## config.mk

```make
export PLATFORM = sky130hd
export DESIGN_NAME = fifo_stream_reader
export DESIGN_NICKNAME = d
export VERILOG_FILES = /design/src/rtl/fifo_pkg.sv /design/src/rtl/rd_skid_buf.sv /design/src/rtl/fifo_stream_reader.sv
export SDC_FILE = /design/constraint.sdc
export NUM_CORES = 1
export LEC_CHECK = 0
export ABC_CLOCK_PERIOD_IN_PS = 2200
export BUFFER_PORTS_ARGS = -buffer_cell sky130_fd_sc_hd__buf_2
export CORE_MARGIN = 3
export CORE_UTILIZATION = 55
export CTS_CLUSTER_SIZE = 28
export DETAILED_ROUTE_END_ITERATION = 16
export PLACE_DENSITY = 0.78
export SETUP_SLACK_MARGIN = 0.15
export SLEW_MARGIN = 15
export SYNTH_ARGS = -nofsm -noshare
export SYNTH_HDL_FRONTEND = slang
export SYNTH_SLANG_ARGS = --single-unit
```

## constraint.sdc

```tcl
create_clock -name clk_i -period 2.2 [get_ports clk_i]
set_clock_uncertainty 0.05 [all_clocks]
set_input_delay 0.44 -clock clk_i [delete_from_list [all_inputs] [get_ports clk_i]]
set_output_delay 0.44 -clock clk_i [all_outputs]
set_load 0.01 [all_outputs]
```

## src/rtl/fifo_pkg.sv

```systemverilog
// rtl/fifo_pkg.sv - shared constants and types for the byte FIFO read path
package fifo_pkg;

  localparam int FIFO_DATA_W  = 8;
  localparam int RD_BUF_DEPTH = 3;

  typedef logic [1:0] occ_t;

  // Circular pointer advance over the RD_BUF_DEPTH entries (2 -> 0).
  function automatic occ_t ptr_inc(input occ_t p);
    return (p == occ_t'(RD_BUF_DEPTH - 1)) ? occ_t'(0) : p + occ_t'(1);
  endfunction

endpackage

```

## src/rtl/rd_skid_buf.sv

```systemverilog
// rtl/rd_skid_buf.sv - 3-entry circular capture buffer between FIFO read data and the stream
module rd_skid_buf
  import fifo_pkg::*;
#(
  parameter int DATA_W = FIFO_DATA_W
) (
  input  logic              clk_i,
  input  logic              rst_i,
  input  logic              wr_i,
  input  logic [DATA_W-1:0] wdata_i,
  input  logic              rd_i,
  output logic [DATA_W-1:0] rdata_o,
  output occ_t              occ_o
);

  logic [DATA_W-1:0] mem_q [RD_BUF_DEPTH];
  occ_t              wptr_q, wptr_d;
  occ_t              rptr_q, rptr_d;
  occ_t              occ_q, occ_d;
  logic              rd_ok;

  // A read of an empty buffer is ignored; a write alongside it still lands.
  assign rd_ok = rd_i && (occ_q != occ_t'(0));

  always_comb begin
    wptr_d = wptr_q;
    rptr_d = rptr_q;
    occ_d  = occ_q;
    if (wr_i) begin
      wptr_d = ptr_inc(wptr_q);
    end
    if (rd_ok) begin
      rptr_d = ptr_inc(rptr_q);
    end
    occ_d = occ_q + {1'b0, wr_i} - {1'b0, rd_ok};
  end

  always_ff @(posedge clk_i) begin
    if (rst_i) begin
      wptr_q <= '0;
      rptr_q <= '0;
      occ_q  <= '0;
      for (int i = 0; i < RD_BUF_DEPTH; i++) begin
        mem_q[i] <= '0;
      end
    end else begin
      wptr_q <= wptr_d;
      rptr_q <= rptr_d;
      occ_q  <= occ_d;
      if (wr_i) begin
        mem_q[wptr_q] <= wdata_i;
      end
    end
  end

  // Head is forced to zero when empty so the stream data never shows stale words.
  assign rdata_o = (occ_q != occ_t'(0)) ? mem_q[rptr_q] : '0;
  assign occ_o   = occ_q;

endmodule

```

## src/rtl/fifo_stream_reader.sv

```systemverilog
// rtl/fifo_stream_reader.sv - drains the byte FIFO into a valid/ready stream, 1 word/cycle
module fifo_stream_reader
  import fifo_pkg::*;
#(
  parameter int DATA_W  = FIFO_DATA_W,
  parameter int COUNT_W = 16
) (
  input  logic               clk_i,
  input  logic               rst_i,
  input  logic               en_i,
  input  logic               fifo_empty_i,
  input  logic [DATA_W-1:0]  fifo_dout_i,
  output logic               fifo_rd_en_o,
  output logic [DATA_W-1:0]  m_data_o,
  output logic               m_valid_o,
  input  logic               m_ready_i,
  output logic [COUNT_W-1:0] rd_count_o,
  output logic               idle_o
);

  logic               inflight_q;
  logic [COUNT_W-1:0] rd_count_q, rd_count_d;
  occ_t               occ;
  logic [2:0]         pending;
  logic               handshake;

  // Issue only when the buffer can take every word already requested plus this one,
  // so m_ready never reaches the read-enable path.
  assign pending      = {1'b0, occ} + {2'b00, inflight_q};
  assign fifo_rd_en_o = en_i && !fifo_empty_i && !rst_i && (pending < 3'(RD_BUF_DEPTH));

  assign m_valid_o = (occ != occ_t'(0));
  assign handshake = m_valid_o && m_ready_i;

  rd_skid_buf #(
    .DATA_W (DATA_W)
  ) u_buf (
    .clk_i   (clk_i),
    .rst_i   (rst_i),
    .wr_i    (inflight_q),
    .wdata_i (fifo_dout_i),
    .rd_i    (handshake),
    .rdata_o (m_data_o),
    .occ_o   (occ)
  );

  always_comb begin
    rd_count_d = rd_count_q;
    if (handshake) begin
      rd_count_d = rd_count_q + COUNT_W'(1);
    end
  end

  always_ff @(posedge clk_i) begin
    if (rst_i) begin
      inflight_q <= 1'b0;
      rd_count_q <= '0;
    end else begin
      inflight_q <= fifo_rd_en_o;
      rd_count_q <= rd_count_d;
    end
  end

  assign rd_count_o = rd_count_q;
  assign idle_o     = (occ == occ_t'(0)) && !inflight_q && fifo_empty_i;

endmodule

```

**After elaboration in Yosys (flattened, before gate mapping)**

Memory sizes are Yosys's and may differ from the RTL's. A register that Yosys moved wholly into a read port is not among the register bits.
Cells that the tools add are included.

- Register bits after elaboration: 23
- Memory bits (writable): 24
- Input bits: 13
- Output and inout bits: 27
- Logic and storage cells: 41
- Memories: 1

Memories:

| name | depth | bits a word | rd ports | clocked after Yosys merged registers in | wr ports | RTL line | text |
|---|---|---|---|---|---|---|---|
| u_buf.mem_q | 3 | 8 | 1 | 1 | 3 | rd_skid_buf.sv:16 | `logic [DATA_W-1:0] mem_q [RD_BUF_DEPTH];` |

- Add/sub/neg operators: 6
- Order comparisons: 1
- Equal/unequal tests: 2
- Multiplexer cells: 13
- Reductions and logical operators: 13

Operators with widths:

| operator | count |
|---|---|
| adder 16 x 1 -> 16 bit (second input constant) | 1 |
| two-way mux 8 bit | 2 |
| two-way mux 2 bit | 5 |
| OR reduction 8 bit | 1 |
| logical AND 1 bit | 7 |
| two-way mux 1 bit | 6 |
| adder 2 x 1 -> 2 bit (second input constant) | 2 |
| == test 2 bit (second input constant) | 2 |
| adder 2 x 1 -> 3 bit | 1 |
| logical NOT 1 bit | 3 |
| < comparator 3 x 2 -> 1 bit (second input constant) | 1 |
| adder 2 x 1 -> 2 bit | 1 |
| logical NOT 2 bit | 1 |
| nonzero test 2 bit | 1 |
| subtractor 2 x 1 -> 2 bit | 1 |

**Depth between registers and ports, before layout**

- Word-level depth: 5
- Depth in mapped cells: 6
- Gate-level depth less buffers: 6

**Modules after synthesis**

From an unflattened synthesis, not the netlist that was laid out.

- Cells, all modules: 217
- Area, all modules: 2546.2 sq um

Modules (own cells, without submodules):

| module | times used | cells each | area each (sq um) | sequential area each (sq um) |
|---|---|---|---|---|
| rd_skid_buf | 1 | 124 | 1737.9 | 1121.1 |
| fifo_stream_reader | 1 | 93 | 808.3 | 340.3 |

**Worst setup path before layout**

No wires, ideal clock.

- Path kind: register -> output
- Start: register inflight_q
- End: output port fifo_rd_en_o
- Arrival time: 1.561 ns
- Data required time: 1.710 ns
- Path slack: 0.149 ns
- Cell stages (with the launch flop): 5
- Path buffers: 0
- Path through: dfxtp_1 ha_1 ha_1 or4b_2 a21oi_1

- Longest elaborated chain between the ends: 3

Ends and longest elaborated chain:

| what | RTL line | text |
|---|---|---|
| start: declaration | fifo_stream_reader.sv:21 | `logic inflight_q;` |
| start signal: assignment | fifo_stream_reader.sv:59 | `inflight_q <= fifo_rd_en_o;` |
| adder 2 x 1 -> 3 bit | fifo_stream_reader.sv:29 | `assign pending = {1'b0, occ} + {2'b00, inflight_q};` |
| < comparator 3 x 2 -> 1 bit | fifo_stream_reader.sv:30 | `assign fifo_rd_en_o = en_i && !fifo_empty_i && !rst_i && (pending < 3'(RD_BUF_DEPTH));` |
| logical AND 1 bit | fifo_stream_reader.sv:30 |  |
| end: declaration | fifo_stream_reader.sv:13 | `output logic fifo_rd_en_o,` |

Every way passes these cells.

**Final worst setup path**

- Start: register u_buf.occ_q[0] (netlist: u_buf.occ_o[0])
- End: output port fifo_rd_en_o

- Longest elaborated chain between the ends: 3

Ends and longest elaborated chain:

| what | RTL line | text |
|---|---|---|
| start: declaration | rd_skid_buf.sv:19 | `occ_t occ_q, occ_d;` |
| start signal: assignment | rd_skid_buf.sv:42 | `occ_q <= '0;` |
| start signal: assignment | rd_skid_buf.sv:49 | `occ_q <= occ_d;` |
| adder 2 x 1 -> 3 bit | fifo_stream_reader.sv:29 |  |
| < comparator 3 x 2 -> 1 bit | fifo_stream_reader.sv:30 |  |
| logical AND 1 bit | fifo_stream_reader.sv:30 |  |

Every way passes these cells.

==> results.md <==
* Max clock buf depth at 2
* Most numerous cell on the critical path: ha_4
* Slowest CP cell: or4b_4
* First-pass detailed-route iteration total at 5
* Clock sinks at 57
* Via density at 5.562
* Metal3 WL at ~350 um
* Post-CTS Repair Setup Buffers at 0
* DP Worst Slack at 0.1597 ns
* Status: completed
* Ant. Diodes at 0
* FF+latch count, synth at 57
* Area of the mapped netlist at approximately 2500 um^2
* Crit-path cells: ha_4 -> ha_4 -> or4b_4 -> a21oi_2 -> buf_2
* Worst Path Required at approximately 1.7 ns
* Core area at around 4200 um^2
* Mapped Cells at just over 200
* H-Tree Depth at 3
* CP arrival at approximately 1.7 ns
* Remaining Overflow, GRT at 0
* Adder-Cell Fraction of Synth Area at under 10%
* Die area at between 5000 and 6000 um^2
* Share of cells above drive strength 1 at 32.95%
* Clock transition at path regs at 0.06 ns
* Crit path capture type: output port
* Fill cells at around 270
* Min setup slack post-route at roughly 0.017 ns
* TritonCTS clock tree: done
* Pins over their slew limit at 0
* Distinct cells, synth at 36
* Via count at 1713
* Cts hold-fix bufs at 0
* Post-synthesis simple-gate area fraction at 20.25%
* Power Dens Cells at just under 700 nW/um^2
* Drc violations at 0
* Mux cell area share after synthesis at about 8.5%
* Syn nets at between 200 and 250
* Drt total wl at 4926 um
* F_max at approximately 0.46 GHz
* Tightest Pin Transition at between 0.4 and 0.5 ns
* Critical path type: register to output port
* Seq/Total Area, Yosys at between 50% and 60%
* P_leak at approximately 1.3 nW
* Num CTS Buffers at 9
* P&R area growth vs syn at 21.90%
* Vias in the first global route at around 1.7k
* Commonest non-fill, non-tap cell in the layout: buf_2
* Crit path buffers/inverters at 1
* Post-route cell area at between 3000 and 4000 um^2
* Worst VDD drop at approximately 0.45 mV
* Headroom to the max-slew limit at between 60% and 70%
* CP top delay family: simple AND/OR/NAND/NOR gates
* Largest family of logic cells by synthesized area: simple AND/OR/NAND/NOR gates
* Period Utilization, post-route at ~99%
* First-pass GRT wire length at roughly 8100 um
* Crit-path max FO at 2
* Post-synthesis xor/xnor area fraction at between 4 and 5%
* Clock Tree Root: clkbuf_8
* Initial Utilization at 59.82%
* Dpl hpwl at between 3000 and 4000 um
* MaxCap Viol Count at 0
* Design Power at between 0.002 and 0.0025 W
* Initial DRC Count at 79
* Met1 WL at ~2100 um
* Avg Synthesized Cell Area at between 10 and 15 um^2
* # rows at 23
* Final Util at ~73%
* Met2 WL at around 2400 um
* Startpoint Class: register
* Hold crit path type: input port to register
* Setup violators final at 0
* GRT Util Overall at around a fifth
* Synth area leaders: edfxtp_1 38%, dfxtp_1 20%, mux4_2 7.2%, and2_1 4.3%, nor2_1 3.3%
* Synth warn at 0
* Max stage delay on crit path at between 0.4 and 0.5 ns
* Avg WL per Cell at between 15 and 20 um
* Commonest cells after routing, fill and taps aside: 35 x buf_2, 32 x edfxtp_1, 22 x nor2_1, 22 x dfxtp_1, 17 x and2_1
* Clk Latency, worst-skew pair at about 0.33 ns
* Post-synth top area share at 38.50%
* Dpl cell area at around 2800 um^2
* Remaining antenna violation count at 0
* Initial antenna violation count at 0
* I/O Buffers at 39
* Synth Area in Compound Gates at under 10%
* Min Tclk post-route at 2.183 ns
* Top Metal Used: met4
* GP Congestion at approximately 0.77
* Synth area leader: edfxtp_1
* Chip Width at 73.37 um
* Endpoints failing hold at 0
* Die height at 73.37 um
* RSZ-0062 raised after global routing: yes
* Ports at 40
* Largest net degree at the start of global routing at 28
* Final #Nets at 270
==> power breakdown <==
part | switching, W | internal, W | total, W
logic | 0.0000618 | 0.0000564 | 0.000118
clock network | 0.000380 | 0.000394 | 0.000774
registers | 0.0000102 | 0.00115 | 0.00116
total | 0.000452 | 0.00160 | 0.00205
==> sequential cells by signal, summed over array words and instances (netlist names), named ones only <==
signal,count
inflight_q,1
u_buf.rptr_q,2
u_buf.occ_o,2
rd_count_o,16
u_buf.wptr_q,2
u_buf.mem_q,32
==> cell families after synthesis <==
family / after synthesis
mux: 11
compound gates: 18
flops: 57
buf+inv: 12
fa+ha+maj: 4
xor+xnor: 12
simple gates: 88
==> per-layer routing <==
layer / track usage (%) / vias up
met1: 25.54 / 819
met2: 32.67 / 53
met4: 7.243 / 0
li1: - / 834
met5: 0 / -
met3: 9.166 / 7
==> repair_timing <==
action / 4_1_cts / 5_1_grt
pin swaps: 2 / 1
setup endpoints to repair: 9 / 9
hold endpoints to repair: 0 / 0
gates resized for setup: 15 / 5
==> cell type report <==
type	instances	area, um^2	area share (%)
inverters	3	11.26	0.3701
clock buffers	11	131.4	4.317
repair buffers	49	307.8	10.12
well taps	50	62.56	2.056
multi-input cells	133	1042	34.25
flip-flops and latches	57	1465	48.15
clock inverters	5	22.52	0.7401
==> synth_stat cells, drive strengths merged <==
master / n
a21boi: 1
a21o: 1
a21oi: 8
and2: 17
and3: 10
and3b: 1
and4: 2
buf: 3
clkbuf: 6
dfxtp: 25
edfxtp: 32
ha: 4
inv: 3
mux2: 1
mux2i: 2
mux4: 8
nand2: 5
nand3: 4
nand4: 7
nor2: 22
nor2b: 10
nor3: 1
nor3b: 2
o2111a: 1
o211a: 1
o21ai: 6
or2: 2
or3: 4
or4b: 1
xnor2: 3
xor2: 9
==> stage by stage <==
stage	hold slack [ns]	setup TNS [ns]	instances
2_1_floorplan	0.4404	0	202
3_3_place_gp	0.4185	0	292
3_5_place_dp	0.4431	0	292
4_1_cts	0.2521	-0.02366	308
5_1_grt	0.2444	-0.03476	308
6_report	0.2665	0	308
==> worst paths after layout <==
check,startpoint,end,slack [ns],cells after the start
max reg2reg,rd_count_o[0]$_SDFFE_PP0P_,rd_count_o[12]$_SDFFE_PP0P_,0.58,5
min,fifo_dout_i[2],u_buf.mem_q[3][2]$_DFFE_PP_,0.27,1
min reg2reg,rd_count_o[15]$_SDFFE_PP0P_,rd_count_o[15]$_SDFFE_PP0P_,0.45,2
max,u_buf.occ_o[0]$_SDFF_PP0_,fifo_rd_en_o,0.02,5
Note: power is estimated with default switching activity, not from simulation.
